==> src/rtl/apb_timer_arbiter.sv <==
// Two-master round-robin APB arbiter in front of the shared timer slave.
// Each grant is re-issued downstream with fresh SETUP/ACCESS phases and guarded by an access timeout.
`timescale 1ns/1ps

module apb_timer_arbiter_port #(
  parameter int DATA_W = 32
) (
  input  logic              clk,
  input  logic              rst,
  input  logic              resp_vld,
  input  logic              cap_data,
  input  logic [DATA_W-1:0] rdata,
  input  logic              err,
  output logic [DATA_W-1:0] prdata,
  output logic              pready,
  output logic              pslverr
);
  // prdata persists across writes; pready/pslverr are single-cycle strobes
  always_ff @(posedge clk) begin
    if (rst) begin
      prdata  <= '0;
      pready  <= 1'b0;
      pslverr <= 1'b0;
    end else begin
      pready  <= resp_vld;
      pslverr <= resp_vld & err;
      if (resp_vld && cap_data) prdata <= rdata;
    end
  end
endmodule

module apb_timer_arbiter #(
  parameter int ADDR_W  = 32,
  parameter int DATA_W  = 32,
  parameter int TIMEOUT = 16
) (
  input  logic              clk,
  input  logic              rst,
  input  logic              m0_psel,
  input  logic              m0_penable,
  input  logic              m0_pwrite,
  input  logic [ADDR_W-1:0] m0_paddr,
  input  logic [DATA_W-1:0] m0_pwdata,
  output logic [DATA_W-1:0] m0_prdata,
  output logic              m0_pready,
  output logic              m0_pslverr,
  input  logic              m1_psel,
  input  logic              m1_penable,
  input  logic              m1_pwrite,
  input  logic [ADDR_W-1:0] m1_paddr,
  input  logic [DATA_W-1:0] m1_pwdata,
  output logic [DATA_W-1:0] m1_prdata,
  output logic              m1_pready,
  output logic              m1_pslverr,
  output logic              s_psel,
  output logic              s_penable,
  output logic              s_pwrite,
  output logic [ADDR_W-1:0] s_paddr,
  output logic [DATA_W-1:0] s_pwdata,
  input  logic [DATA_W-1:0] s_prdata,
  input  logic              s_pready,
  input  logic              s_pslverr
);
  localparam int NM    = 2;
  localparam int CNT_W = (TIMEOUT < 1) ? 1 : $clog2(TIMEOUT + 1);

  typedef enum logic [1:0] {IDLE, SETUP, ACCESS, RESP} state_t;

  logic [NM-1:0]             m_psel, m_pwrite, m_pready, m_pslverr;
  logic [NM-1:0][ADDR_W-1:0] m_paddr;
  logic [NM-1:0][DATA_W-1:0] m_pwdata, m_prdata;

  assign m_psel   = {m1_psel, m0_psel};
  assign m_pwrite = {m1_pwrite, m0_pwrite};
  assign m_paddr  = {m1_paddr, m0_paddr};
  assign m_pwdata = {m1_pwdata, m0_pwdata};

  assign {m1_prdata,  m0_prdata}  = m_prdata;
  assign {m1_pready,  m0_pready}  = m_pready;
  assign {m1_pslverr, m0_pslverr} = m_pslverr;

  // penable carries no information the arbiter needs: pending means psel
  logic unused_penable;
  assign unused_penable = &{1'b0, m0_penable, m1_penable};

  state_t           state;
  logic             gnt, last_grant, dropped;
  logic [CNT_W-1:0] cnt;
  logic             pick, any_req, gnt_psel, to_hit, done, abandon, keep;

  always_comb begin
    any_req  = |m_psel;
    pick     = (&m_psel) ? ~last_grant : m_psel[1];
    gnt_psel = m_psel[gnt];
    to_hit   = (TIMEOUT != 0) && (cnt == CNT_W'(TIMEOUT - 1));
    done     = (state == ACCESS) && (s_pready || to_hit);
    abandon  = done && !s_pready;
    keep     = gnt_psel && !dropped;
  end

  always_ff @(posedge clk) begin
    if (rst) begin
      state      <= IDLE;
      gnt        <= 1'b0;
      last_grant <= 1'b1;
      dropped    <= 1'b0;
      cnt        <= '0;
      s_psel     <= 1'b0;
      s_penable  <= 1'b0;
      s_pwrite   <= 1'b0;
      s_paddr    <= '0;
      s_pwdata   <= '0;
    end else begin
      case (state)
        IDLE: begin
          cnt <= '0;
          if (any_req) begin
            gnt        <= pick;
            last_grant <= pick;
            dropped    <= 1'b0;
            s_pwrite   <= m_pwrite[pick];
            s_paddr    <= m_paddr[pick];
            s_pwdata   <= m_pwdata[pick];
            s_psel     <= 1'b1;
            s_penable  <= 1'b0;
            state      <= SETUP;
          end
        end
        SETUP: begin
          cnt       <= '0;
          s_penable <= 1'b1;
          if (!gnt_psel) dropped <= 1'b1;
          state     <= ACCESS;
        end
        ACCESS: begin
          // saturates so a disabled or very long timeout never wraps
          if (cnt != CNT_W'(TIMEOUT)) cnt <= cnt + CNT_W'(1);
          if (!gnt_psel) dropped <= 1'b1;
          if (done) begin
            s_psel    <= 1'b0;
            s_penable <= 1'b0;
            state     <= RESP;
          end
        end
        default: state <= IDLE;
      endcase
    end
  end

  // a master that abandoned its request gets no response strobe
  for (genvar i = 0; i < NM; i++) begin : g_port
    apb_timer_arbiter_port #(.DATA_W(DATA_W)) u_port (
      .clk      (clk),
      .rst      (rst),
      .resp_vld (done && keep && (gnt == 1'(i))),
      .cap_data (abandon || !s_pwrite),
      .rdata    (abandon ? '0 : s_prdata),
      .err      (abandon || s_pslverr),
      .prdata   (m_prdata[i]),
      .pready   (m_pready[i]),
      .pslverr  (m_pslverr[i])
    );
  end
endmodule
==> config.mk <==
export PLATFORM = sky130hd
export DESIGN_NAME = apb_timer_arbiter
export DESIGN_NICKNAME = d
export VERILOG_FILES = /design/src/rtl/apb_timer_arbiter.sv
export SDC_FILE = /design/constraint.sdc
export NUM_CORES = 1
export LEC_CHECK = 0
export BUFFER_PORTS_ARGS = -buffer_cell sky130_fd_sc_hd__buf_2
export CAP_MARGIN = 20
export CORE_ASPECT_RATIO = 0.5
export CORE_UTILIZATION = 40
export CTS_CLUSTER_SIZE = 30
export DETAILED_ROUTE_END_ITERATION = 16
export GPL_ROUTABILITY_DRIVEN = 0
export PLACE_DENSITY_LB_ADDON = 0.08
export SLEW_MARGIN = 10
export SYNTH_ARGS = -nofsm -noshare
export SYNTH_HDL_FRONTEND = slang
export SYNTH_SLANG_ARGS = --single-unit
==> constraint.sdc <==
create_clock -name clk -period 3.85 [get_ports clk]
set_input_delay 0.77 -clock clk [delete_from_list [all_inputs] [get_ports clk]]
set_output_delay 0.77 -clock clk [all_outputs]
set_load 0.03 [all_outputs]
==> results.md, run 1 <==
STA:
- The time the worst path needs with I/O delays and setup is about 2.2 ns.
- The setup skew after layout is roughly 0.012 ns.
- For the pin with the worst max-slew slack, the measured transition is about 0.9 ns.
- Measured against its own limit, the worst slew margin works out to 0.407.
- The final hold violation count is 0.
- The max-slew violation total from the final report is 0.
- Setup repair after global routing left no endpoint under its margin.
- Dividing the final minimum period by the clock period gives 0.565.
- The maximum frequency from static timing analysis is approximately 460 MHz.
- The total negative slack for setup checks is 0 ns.
- Setup violations remaining at the end of the flow were counted as 0.

Global route:
- The pin count of the biggest net entering global routing is 88.
- The residual overflow from global routing is 0.
- The total track usage is 0.184.
- The number of antenna violations at the first check in global routing was 1.
- The via count of the first global-routing pass was approximately 4,500.
- The first-pass GRT wire length is 22,800 um.

Worst hold path:
- Counting instances, the worst hold path has a depth of 2.
- The startpoint of the most critical hold path is g_port[1].u_port.prdata[1]$_SDFFE_PP0P_.
- The min-delay analysis places its worst path in the category reg2reg.
- The path with the worst hold slack has its endpoint at g_port[1].u_port.prdata[1]$_SDFFE_PP0P_.

Worst setup path:
- Counting cells, the worst reg-to-reg path comes to 7.
- The highest cell delay on the worst timing path is roughly 0.51 ns.
- The type of element launching the critical path is a flop.
- In this run the register-to-register setup slack is roughly 1.7 ns.
- The critical path start-end classification is reg2reg.
- STA puts the critical path data required time at 4.11 ns.
- For this design, the slowest cell found on the critical path is buf_4.
- Among the stages of the critical path, the cell type that occurs most often is ha_1.
- The endpoint kind of the worst setup timing path is a flop.
- The critical-path maximum fanout is 64.
- For the worst setup path, the data arrival time is 2.44 ns.
- The launch instance of the worst register-to-register path is cnt[0]$_SDFFE_PP0P_.
- The signal on the critical path passes through ha_1 > and3_1 > ha_1 > nand2b_1 > a21oi_4 > buf_4 > o21ai_0.
- The reg-to-reg endpoint is g_port[0].u_port.prdata[7]$_SDFFE_PP0P_.
- The timing startpoint of the critical path is cnt[0]$_SDFFE_PP0P_.

Clock network:
- The post-CTS setup-driven buffer insertion count is 0.
- Hold repair after CTS inserted 0 buffers.
- The clock latency of the later-clocked register in the worst-skew pair is approximately 0.4 ns.
- The clock sink count is ~150.
- The clock tree root driver cell is clkbuf_16.
- Clock-pin slew was measured on the worst setup and hold paths at about 0.070 ns.
- The clock passes through at most 2 buffers.
- TritonCTS built the clock tree.
- The number of levels the H-tree was split into is 4.
- The post-cts resize count is 0.
- The CTS buffer count is 17.

Cells and area:
- Registers take slightly below 0.003 mm2.
- The area growth from synthesis to layout is 35.0%.
- Of the cells placed in the final design, the portion with a size suffix greater than 1 is 0.368.
- The filler cells instantiated in the layout total 1,398.
- In the final layout, the multi-input gates occupy between 0.002 and 0.003 mm2.
- The number of nets at the end of the flow is approximately 1,100.
- The final core utilization is 0.562.
- The number of antenna diodes in the final layout is 0.

Detailed routing:
- The met1 wire length is 7140 um.
- The top routing layer in use is met5.
- Detailed routing placed a total of roughly 950 um of wire on met3.
- The count of nets left with antenna violations once routing finished came out at 0.
- The first-pass detailed-route iteration total is 7.
- The routed via count divided by cell count is around 4.8.
- The final wirelength is around 16,000 um.
- The count of unresolved DRC violations after routing is 0.
- After detailed routing, the average wire length per cell comes to about 14 um.
- Detailed routing inserted a total of between 5,000 and 6,000 vias.
- The length of routed met2 wiring is 7440 um.
- The number of DRC markers after the initial detailed-route iteration is 195.

Floorplan:
- From left edge to right edge, the die measures around 180 um.
- In this run the standard cell core region covers approximately 0.015 mm2.
- The starting density of the core is 0.417.
- The number of core rows is 31.
- For this design the top-level I/O count stands at between 300 and 400.
- The die area is about 0.016 mm2.
- The die is ~90 um tall.

Synthesis:
- In the synthesized netlist, the number of instances is 666.
- The area fraction in compound gates after synthesis is 0.155.
- A synthesized cell averages 9.22 um2.
- The share of synthesized area in the top cell type comes to 0.473.
- Of all flip-flops after synthesis, the portion carrying an async set or reset was 0.
- The number of warnings printed during yosys synthesis is 0.
- The sequential fraction of the synthesis area is 0.473.
- In the synthesized netlist, the cells that appear most often are 145 x dfxtp_1, 75 x nor2_1, 69 x mux2i_1, 69 x nand2b_1, 67 x a211oi_1.
- The largest area contributor in the synthesized netlist is dfxtp_1.
- The synthesized netlist occupies a cell area of between 0.006 and 0.007 mm2.
- For this run, the leading register cell type out of synthesis is dfxtp_1.
- Measured against the total synthesized area, the mux share comes to 0.114.
- Counting flops with a built-in enable in the synthesized netlist gives 0.
- The number of distinct library cells after synthesis is 39.
- Of the total synthesized cell area, the portion taken by XOR and XNOR cells is 0.00143.
- Counting every net in the synthesized netlist gives approximately 840.
- By area the synthesized netlist is led by dfxtp_1 47%, mux2i_1 11%, a211oi_1 8.2%.
- The flop and latch count out of synthesis is 145.
- Of the total synthesized cell area, the portion taken by AND, OR, NAND and NOR gates is 0.188.
- The adder-cell share of the synthesized area is 0.0143.
- After synthesis, the largest family of logic cells by area is simple AND/OR/NAND/NOR gates.
- The most numerous cell in the Yosys netlist is dfxtp_1.

Run:
- Max-cap violations in this run came to 0.

Placed design:
- Port buffering added just over 300 buffers.
- After legalization and detailed placement, the total HPWL measured ~11,000 um.

Power and ir drop:
- Dividing total power by cell area gives a power density of ~670 mW/mm2.
- The analysis attributes to cell leakage a power of 3.76 nW.
- The highest ir drop seen on vdd is between 0.3 and 0.4 mV.

Run status:
- The run finished with clean final reports.
-- cells by family after synthesis --
group	count (synthesis)
AND/OR/NAND/NOR	227
XOR/XNOR	1
multiplexers	70
adder cells (fa/ha/maj)	7
AO/OA/AOI/OAI	151
flip-flops	145
buffers and inverters	65
-- worst max-delay path by stage --
stage | endpoint | slack (ns) | depth (start not counted)
final | g_port[0].u_port.prdata[7]$_SDFFE_PP0P_ | 1.67 | 7
after global routing | s_paddr[18]$_SDFFE_PP0P_ | 1.44 | 6
after CTS | g_port[1].u_port.prdata[11]$_SDFFE_PP0P_ | 1.65 | 7
after detailed placement | s_paddr[18]$_SDFFE_PP0P_ | 1.54 | 5
after global placement | g_port[0].u_port.prdata[16]$_SDFFE_PP0P_ | 1.61 | 5
after floorplan | g_port[0].u_port.prdata[3]$_SDFFE_PP0P_ | 1.99 | 5
-- worst max-delay path: cells and delay by family (launching register included) --
kind                     cells  cell delay, ns
AO/OA/AOI/OAI                2            0.36
adder cells (fa/ha/maj)      2            0.42
buffers and inverters        1            0.51
flip-flops                   1            0.39
AND/OR/NAND/NOR              2            0.33
-- metal layers --
metal | track usage | up-vias
met3 | 0.0463 | 15
met4 | 0.0674 | 2
li1 | - | 2890
met1 | 0.233 | 2452
met2 | 0.310 | 159
met5 | 0 | -
-- flip-flops by register name, summed over array words and instances, names as in the netlist --
| name | count |
|---|---|
| cnt | 5 |
| dropped | 1 |
| g_port.u_port.prdata | 64 |
| g_port.u_port.pready | 2 |
| g_port.u_port.pslverr | 2 |
| gnt | 1 |
| last_grant | 1 |
| s_paddr | 32 |
| s_penable | 1 |
| s_psel | 1 |
| s_pwdata | 32 |
| s_pwrite | 1 |
| state | 2 |
-- cell usage in the layout (no fill, tap or decap), types with 2 or more instances in the layout --
| cell | synthesis | routed |
|---|---|---|
| buf_4 | 2 | 6 |
| or2_2 | 2 | 2 |
| nor2b_1 | 2 | 2 |
| clkbuf_8 | 0 | 2 |
| clkbuf_16 | 0 | 17 |
| o21ai_1 | 14 | 14 |
| buf_2 | 20 | 301 |
| a21oi_1 | 5 | 5 |
| inv_1 | 5 | 5 |
| clkinvlp_4 | 0 | 5 |
| a211oi_1 | 67 | 67 |
| nor2_1 | 75 | 75 |
| nand2_1 | 3 | 3 |
| dfxtp_1 | 145 | 145 |
| nand3_1 | 66 | 66 |
| nor3_1 | 2 | 2 |
| inv_6 | 0 | 4 |
| ha_1 | 7 | 7 |
| o21ai_0 | 55 | 55 |
| nand4bb_1 | 2 | 2 |
| buf_12 | 0 | 2 |
| a21oi_4 | 0 | 4 |
| mux2i_1 | 69 | 69 |
| nand2b_1 | 69 | 69 |
-- area by class of cell --
type	instances	share of cell area
clock inverter	12	0.0148
sequential	145	0.350
timing repair buffer	309	0.192
inverter	6	0.00272
tap	198	0.0299
clock buffer	20	0.0551
multi-input combinational	456	0.355
-- metrics by stage --
| step | hold slack [ns] | power (mW) | instances | area, um2 | worst slack (ns) |
|---|---|---|---|---|---|
| floorplan | 0.456 | 3.46 | 666 | 6140 | 1.99 |
| global placement | 0.449 | 3.97 | 1114 | 7710 | 1.61 |
| detailed placement | 0.453 | 4.01 | 1114 | 7710 | 1.54 |
| CTS | 0.465 | 5.62 | 1146 | 8290 | 1.65 |
| global route | 0.489 | 5.89 | 1146 | 8290 | 1.44 |
| finish | 0.459 | 5.56 | 1146 | 8290 | 1.67 |
-- power by group --
| part | total, mW | switching [mW] | internal, mW |
|---|---|---|---|
| logic | 2.00 | 1.35 | 0.652 |
| clock network | 1.61 | 0.669 | 0.938 |
| registers | 1.96 | 0.147 | 1.81 |
| total | 5.56 | 2.16 | 3.40 |
No activity file was read; power rests on OpenSTA's default activity.
==> run 2, diff against run 1 <==
Clock period 3.85 ns to 2.2 ns, I/O delays scaled along.
==> run 2 against run 1 <==
- count of clock-buffer cells in the layout decreased by 2
- routed wire length about the same
- global-route usage increased by 0.78 points
- setup slack got worse by 1.4 ns
- largest cell class unchanged
- largest power group unchanged
==> results.md, run 2 (synthesis gave the netlist of run 1 again) <==
Worst setup path:
- The endpoint kind of the worst setup timing path was a flop (unchanged).
- The worst path arrival time is 2.24 ns (was 2.44 ns).
- The required arrival time at the worst endpoint is 2.53 ns (was 4.11 ns).
- The critical path start-end classification is reg2reg (unchanged).
- Ordered list of cells on the worst path: ha_1 > and3_1 > ha_1 > nand2b_1 > a21oi_4 > buf_12 > nand3_1 > o21ai_0 (was ha_1 > and3_1 > ha_1 > nand2b_1 > a21oi_4 > buf_4 > o21ai_0).
- The cell repeated most along the worst path is ha_1 (unchanged).
- The type of element launching the critical path is a flop (unchanged).
- The highest cell delay on the worst timing path came to 0.39 ns (was 0.51 ns).
- The critical-path maximum fanout is 64 (unchanged).
- The master of the slowest instance on the critical path was dfxtp_1 (was buf_4).

Cells and area:
- Commonest cells after routing, fill and taps aside: 301 x buf_2, 145 x dfxtp_1, 75 x nor2_1, 69 x mux2i_1, 69 x nand2b_1 (unchanged).
- The number of nets at the end of the flow came to 1,116 (was 1,112).
- The number of flip-flops under the largest register name is 64 (unchanged).
- The register name with the most flops is g_port.u_port.prdata (unchanged).
- The commonest non-fill, non-tap cell in the layout is buf_2 (unchanged).
- Largest registers in the final layout: g_port.u_port.prdata (64), s_paddr (32), s_pwdata (32) (unchanged).
- The final cell area excluding filler cells is 0.00839 mm2 (was 0.00829 mm2).
- The total inserted antenna cells is 0 (unchanged).
- The area growth from synthesis to final layout was 36.6% (was 35.0%).
- The fraction of layout cells with a size suffix above 1 is 0.372 (was 0.368).

Clock network:
- The post-cts resize count is 0 (unchanged).
- The number of buffers inserted for hold repair after clock tree synthesis is 0 (unchanged).
- The post-CTS setup-driven buffer insertion count was 0 (unchanged).
- The clock sink count is 145 (unchanged).
- The clock latency of the later-clocked register in the worst-skew pair is 0.41 ns (about the same).
- The clock transition at the register clock pins on the worst setup and hold paths after CTS is 0.07 ns (about the same).
- The CTS buffer count is 17 (unchanged).
- The number of buffers between clock root and the deepest sink is 2 (unchanged).
- The TritonCTS clock tree is built (unchanged).
- The clock tree root driver cell was clkbuf_16 (unchanged).
- The number of levels the H-tree was split into came to 4 (unchanged).

STA:
- The remaining max-slew budget at the tightest pin is 0.742 (was 0.407).
- The max-slew violation total from the final report was 0 (unchanged).
- The portion of the clock cycle consumed by the worst path in the final layout is 0.873 (was 0.565).
- The slew at the pin with the worst max-slew slack came to 0.386 ns (was 0.889 ns).
- Unrepaired setup endpoints after global routing: false (unchanged).
- The maximum frequency from static timing analysis was 521 MHz (was 459 MHz).
- The number of endpoints failing setup at the final stage was 0 (unchanged).
- The time the worst path needs with I/O delays and setup was 1.92 ns (was 2.18 ns).
- The final hold violation count came to 0 (unchanged).
- The total negative slack for setup checks is 0 ns (unchanged).
- The setup skew after layout is 0.0133 ns (was 0.0122 ns).

Placed design:
- The number of I/O port buffers came to 302 (unchanged).
- The placed instance area was 0.00780 mm2 (was 0.00771 mm2).
- The total half-perimeter wirelength after legalization and detailed placement is 11,000 um (was 10,800 um).

Floorplan:
- The I/O pin total is 305 (unchanged).
- The starting density of the core is 0.417 (unchanged).
- The floorplan die width is 177 um (unchanged).
- The area of the core is 0.0147 mm2 (unchanged).
- The number of core rows was 31 (unchanged).
- The die area is 0.0159 mm2 (unchanged).
- The y dimension of the die is 89.6 um (unchanged).

Power and ir drop:
- The leakage dissipation came to 3.82 nW (was 3.76 nW).
- The relative contribution of the clock network to total power is 0.291 (was 0.289).
- The reported net switching power is 3.84 mW (was 2.16 mW).
- The combinational share of power is 0.361 (was 0.360).
- The total power per unit cell area is 1170 mW/mm2 (was 671 mW/mm2).
- The fraction of power spent switching nets is 0.391 (was 0.389).
- The proportion of power drawn by flip-flops and latches is 0.348 (was 0.352).
- The internal cell power came to 5.99 mW (was 3.40 mW).
- The highest ir drop seen on vdd is 0.623 mV (was 0.395 mV).

Run status:
- Outcome: completed (unchanged).

Worst hold path:
- The worst min-delay path category is in2reg (was reg2reg).

Detailed routing:
- The final wirelength is 15,700 um (about the same).
- The final antenna-violating net count was 0 (unchanged).
- The count of unresolved DRC violations after routing is 0 (unchanged).
- The number of DRC markers after the initial detailed-route iteration is 287 (was 195).
- The first-pass detailed-route iteration total is 6 (was 7).
- The total number of vias is 5,525 (was 5,518).
- The routed via count divided by cell count came to 4.80 (was 4.82).
- The mean routed wirelength per cell is 13.6 um (was 13.7 um).

Global route:
- The via count of the first global-routing pass was 4,800 (was 4,517).
- The first-pass GRT wire length came to 23,900 um (was 22,800 um).
- The residual overflow from global routing is 0 (unchanged).
- The number of antenna violations at the first check in global routing is 1 (unchanged).
- The pin count of the biggest net entering global routing is 86 (was 88).
- The total track usage was 0.192 (was 0.184).

Run:
- The max-cap check violation count is 0 (unchanged).
==> run 2: cell count changes in the layout (fill, tap and decap cells not counted), sizes merged <==
cell	previous run	this run
clkbuf	20	18
buf	309	313
inv	11	14
clkinvlp	5	1
clkinv	1	4
==> run 2: routing by layer <==
metal / vias to the layer above / GRT usage / routed length (um)
met5: - / 0 / 13
met4: 2 / 0.0525 / 143
met3: 15 / 0.0543 / 969
met2: 157 / 0.328 / 7530
met1: 2452 / 0.241 / 7040
li1: 2899 / - / -
==> run 2: area by class of cell <==
type,count,area [um2]
Fill cell,1394,6350
Multi-Input combinational cell,456,2950
Sequential cell,145,2900
Timing Repair Buffer,313,1680
Clock buffer,18,439
Tap cell,198,248
Clock inverter,14,146
Inverter,6,22.5
==> run 2: worst max-delay path, delay by kind of cell (launching register included) <==
| family | cells | cell delay, ns |
|---|---|---|
| compound gates | 2 | 0.30 |
| simple gates | 3 | 0.44 |
| buf+inv | 1 | 0.27 |
| flops | 1 | 0.39 |
| fa+ha+maj | 2 | 0.43 |
==> run 2: power by group through the flow <==
stage	registers [mW]	clock network [mW]	logic, mW
floorplan	4.45	0	1.60
global placement	3.46	0	3.56
detailed placement	3.48	0	3.60
CTS	3.43	2.93	3.60
global route	3.50	3.07	3.88
finish	3.42	2.86	3.55
==> run 2: through the flow <==
| stage | hold slack [ns] | power, mW | worst slack [ns] | std cells | utilization |
|---|---|---|---|---|---|
| 2_1_floorplan | 0.456 | 6.05 | 0.457 | 666 | - |
| 3_3_place_gp | 0.448 | 7.02 | 0.343 | 1118 | 0.529 |
| 3_5_place_dp | 0.452 | 7.08 | 0.285 | 1118 | 0.529 |
| 4_1_cts | 0.242 | 9.96 | 0.274 | 1150 | 0.569 |
| 5_1_grt | 0.245 | 10.5 | 0.0840 | 1150 | 0.569 |
| 6_report | 0.259 | 9.83 | 0.280 | 1150 | 0.569 |
==> run 2: path summary, 6_finish.rpt <==
kind,startpoint,to,slack (ns),cells past startpoint
worst max register to register,cnt[0]$_SDFFE_PP0P_,g_port[1].u_port.prdata[27]$_SDFFE_PP0P_,0.28,8
worst min register to register,g_port[1].u_port.prdata[2]$_SDFFE_PP0P_,g_port[1].u_port.prdata[2]$_SDFFE_PP0P_,0.46,2
worst max-delay path,cnt[0]$_SDFFE_PP0P_,g_port[1].u_port.prdata[27]$_SDFFE_PP0P_,0.28,8
worst min-delay path,s_prdata[20],g_port[0].u_port.prdata[20]$_SDFFE_PP0P_,0.26,3
==> run 3, diff against run 2 <==
Settings changed: CORE_MARGIN set to 4.
==> run 3 against run 2 <==
- critical path depth unchanged
- die area rose by 10%
- highest routed layer unchanged
- sequential power hardly changed
==> results.md, run 3 (synthesis gave the netlist of run 1 again) <==
Clock network:
- The number of buffers between clock root and the deepest sink was 2 (unchanged).
- The post-cts resize count is 0 (unchanged).
- The clock sink count was 145 (unchanged).
- The number of buffers inserted for hold repair after clock tree synthesis is 0 (unchanged).
- The number of levels the H-tree was split into is 4 (unchanged).
- The clock transition at the register clock pins on the worst setup and hold paths after CTS was 0.06 ns (was 0.07 ns).
- The post-CTS setup-driven buffer insertion count is 0 (unchanged).
- The TritonCTS clock tree is built (unchanged).
- The clock tree root driver cell is clkbuf_16 (unchanged).
- The CTS buffer count is 17 (unchanged).
- The clock latency of the later-clocked register in the worst-skew pair was 0.41 ns (about the same).

STA:
- The portion of the clock cycle consumed by the worst path in the final layout is 0.883 (was 0.873).
- The setup skew after layout is 0.0111 ns (was 0.0133 ns).
- The remaining max-slew budget at the tightest pin came to 0.706 (was 0.742).
- Unrepaired setup endpoints after global routing: false (unchanged).
- The max-slew violation total from the final report is 0 (unchanged).
- The final hold violation count is 0 (unchanged).
- The total negative slack for setup checks is 0 ns (unchanged).
- The maximum frequency from static timing analysis was 515 MHz (was 521 MHz).
- The worst hold margin came to 0.262 ns (was 0.259 ns).
- The slew at the pin with the worst max-slew slack is 0.440 ns (was 0.386 ns).
- The number of endpoints failing setup at the final stage is 0 (unchanged).
- The smallest setup slack after layout is 0.257 ns (was 0.280 ns).
- The time the worst path needs with I/O delays and setup is 1.94 ns (was 1.92 ns).

Power and ir drop:
- The total power per unit cell area came to 1180 mW/mm2 (was 1170 mW/mm2).
- The overall power is 9.92 mW (was 9.83 mW).
- The highest ir drop seen on vdd came to 0.725 mV (was 0.623 mV).
- The leakage dissipation is 3.81 nW (was 3.82 nW).

Floorplan:
- The number of core rows is 31 (unchanged).
- The I/O pin total is 305 (unchanged).
- The floorplan die width came to 183 um (was 177 um).
- The area of the core came to 0.0147 mm2 (unchanged).
- The starting density of the core came to 0.417 (unchanged).
- The die area came to 0.0175 mm2 (was 0.0159 mm2).
- The y dimension of the die is 95.6 um (was 89.6 um).

Worst setup path:
- The worst path arrival time is 2.26 ns (was 2.24 ns).
- Ordered list of cells on the worst path: ha_1 > and3_1 > ha_1 > nand2b_1 > a21oi_4 > buf_12 > nand3_1 > o21ai_0 (unchanged).
- The type of element launching the critical path is a flop (unchanged).
- The highest cell delay on the worst timing path is 0.39 ns (about the same).
- The launch instance of the worst register-to-register path is cnt[0]$_SDFFE_PP0P_ (unchanged).
- The master of the slowest instance on the critical path is dfxtp_1 (unchanged).
- The cell repeated most along the worst path is ha_1 (unchanged).
- The endpoint kind of the worst setup timing path is a flop (unchanged).
- The critical path start-end classification is reg2reg (unchanged).
- The timing startpoint of the critical path is cnt[0]$_SDFFE_PP0P_ (unchanged).
- The critical-path maximum fanout came to 64 (unchanged).
- The required arrival time at the worst endpoint is 2.52 ns (was 2.53 ns).

Cells and area:
- The final core utilization was 0.570 (was 0.569).
- The number of nets at the end of the flow was 1,114 (was 1,116).
- The number of flip-flops under the largest register name is 64 (unchanged).
- The final cell area excluding filler cells is 0.00840 mm2 (was 0.00839 mm2).
- The area growth from synthesis to final layout is 36.8% (was 36.6%).
- The fraction of layout cells with a size suffix above 1 was 0.369 (was 0.372).
- Largest registers in the final layout: g_port.u_port.prdata (64), s_paddr (32), s_pwdata (32) (unchanged).
- The register name with the most flops is g_port.u_port.prdata (unchanged).
- The fill cell total of the finished layout is 1,380 (was 1,394).
- Commonest cells after routing, fill and taps aside: 301 x buf_2, 145 x dfxtp_1, 75 x nor2_1, 69 x mux2i_1, 69 x nand2b_1 (unchanged).
- The commonest non-fill, non-tap cell in the layout was buf_2 (unchanged).
- The total inserted antenna cells is 0 (unchanged).
- The final instance count without filler cells was 1,146 (was 1,150).

Global route:
- The residual overflow from global routing is 0 (unchanged).
- The number of antenna violations at the first check in global routing was 1 (unchanged).
- The pin count of the biggest net entering global routing is 65 (was 86).
- The total track usage is 0.179 (was 0.192).
- The via count of the first global-routing pass was 4,984 (was 4,800).
- The first-pass GRT wire length is 25,300 um (was 23,900 um).

Placed design:
- The total half-perimeter wirelength after legalization and detailed placement is 12,100 um (was 11,000 um).
- The number of I/O port buffers is 302 (unchanged).
- The placed instance area is 0.00780 mm2 (about the same).
- The worst setup timing slack at the placement stage is 0.277 ns (was 0.285 ns).
- The total instance count after detailed placement came to 1,116 (was 1,118).

Worst hold path:
- The startpoint of the most critical hold path is s_prdata[11] (was s_prdata[20]).
- The worst min-delay path category is in2reg (unchanged).

Detailed routing:
- The final wirelength was 16,700 um (was 15,700 um).
- The first-pass detailed-route iteration total is 4 (was 6).
- The count of unresolved DRC violations after routing came to 0 (unchanged).
- The routed via count divided by cell count is 4.83 (was 4.80).
- The number of DRC markers after the initial detailed-route iteration is 215 (was 287).
- The mean routed wirelength per cell is 14.6 um (was 13.6 um).
- The total number of vias is 5,535 (was 5,525).
- The final antenna-violating net count was 0 (unchanged).

Run:
- The max-cap check violation count is 0 (unchanged).

Run status:
- Outcome: completed (unchanged).
-- run 3: cell types whose count changed in the layout (fill, tap and decap cells not counted) --
cell        before  now
buf_4            5    2
inv_6            5    2
inv_8            3    0
bufinv_16        1    3
buf_12           7    8
clkinv_2         1    2
clkinvlp_4       1    2
-- run 3: cell type report --
class                           count  area [um2]  area share
Multi-Input combinational cell    456        2950       0.351
Sequential cell                   145        2900       0.346
Timing Repair Buffer              311        1680       0.200
Clock buffer                       18         439      0.0523
Tap cell                          198         248      0.0295
Clock inverter                     12         159      0.0189
Inverter                            6        22.5     0.00268
-- run 3: layer usage --
| layer | routed length (um) | up-vias | global-route usage | part of all wire |
|---|---|---|---|---|
| li1 | - | 2895 | - | - |
| met1 | 7310 | 2447 | 0.232 | 0.44 |
| met2 | 8070 | 169 | 0.301 | 0.48 |
| met3 | 1050 | 22 | 0.0431 | 0.063 |
| met4 | 237 | 2 | 0.0514 | 0.014 |
| met5 | 11 | - | 0 | 0.00066 |
-- run 3: worst paths after layout --
path,cells past startpoint,slack [ns],endpoint
worst max-delay path,8,0.26,g_port[0].u_port.prdata[23]$_SDFFE_PP0P_
worst max register to register,8,0.26,g_port[0].u_port.prdata[23]$_SDFFE_PP0P_
worst min register to register,2,0.46,g_port[0].u_port.prdata[1]$_SDFFE_PP0P_
worst min-delay path,3,0.26,g_port[0].u_port.prdata[11]$_SDFFE_PP0P_
-- run 3: worst max-delay path: cells and delay by family (launching register included) --
| kind | cells | cell delay, ns |
|---|---|---|
| fa+ha+maj | 2 | 0.44 |
| buf+inv | 1 | 0.26 |
| compound gates | 2 | 0.30 |
| flops | 1 | 0.39 |
| simple gates | 3 | 0.45 |
-- run 3: where the power goes --
part | leakage (nW) | switching [mW] | total, mW | internal, mW
Sequential | 1.19 | 0.252 | 3.42 | 3.17
Clock | 0.289 | 1.12 | 2.93 | 1.81
Combinational | 2.34 | 2.38 | 3.57 | 1.20
Total | 3.81 | 3.75 | 9.92 | 6.17
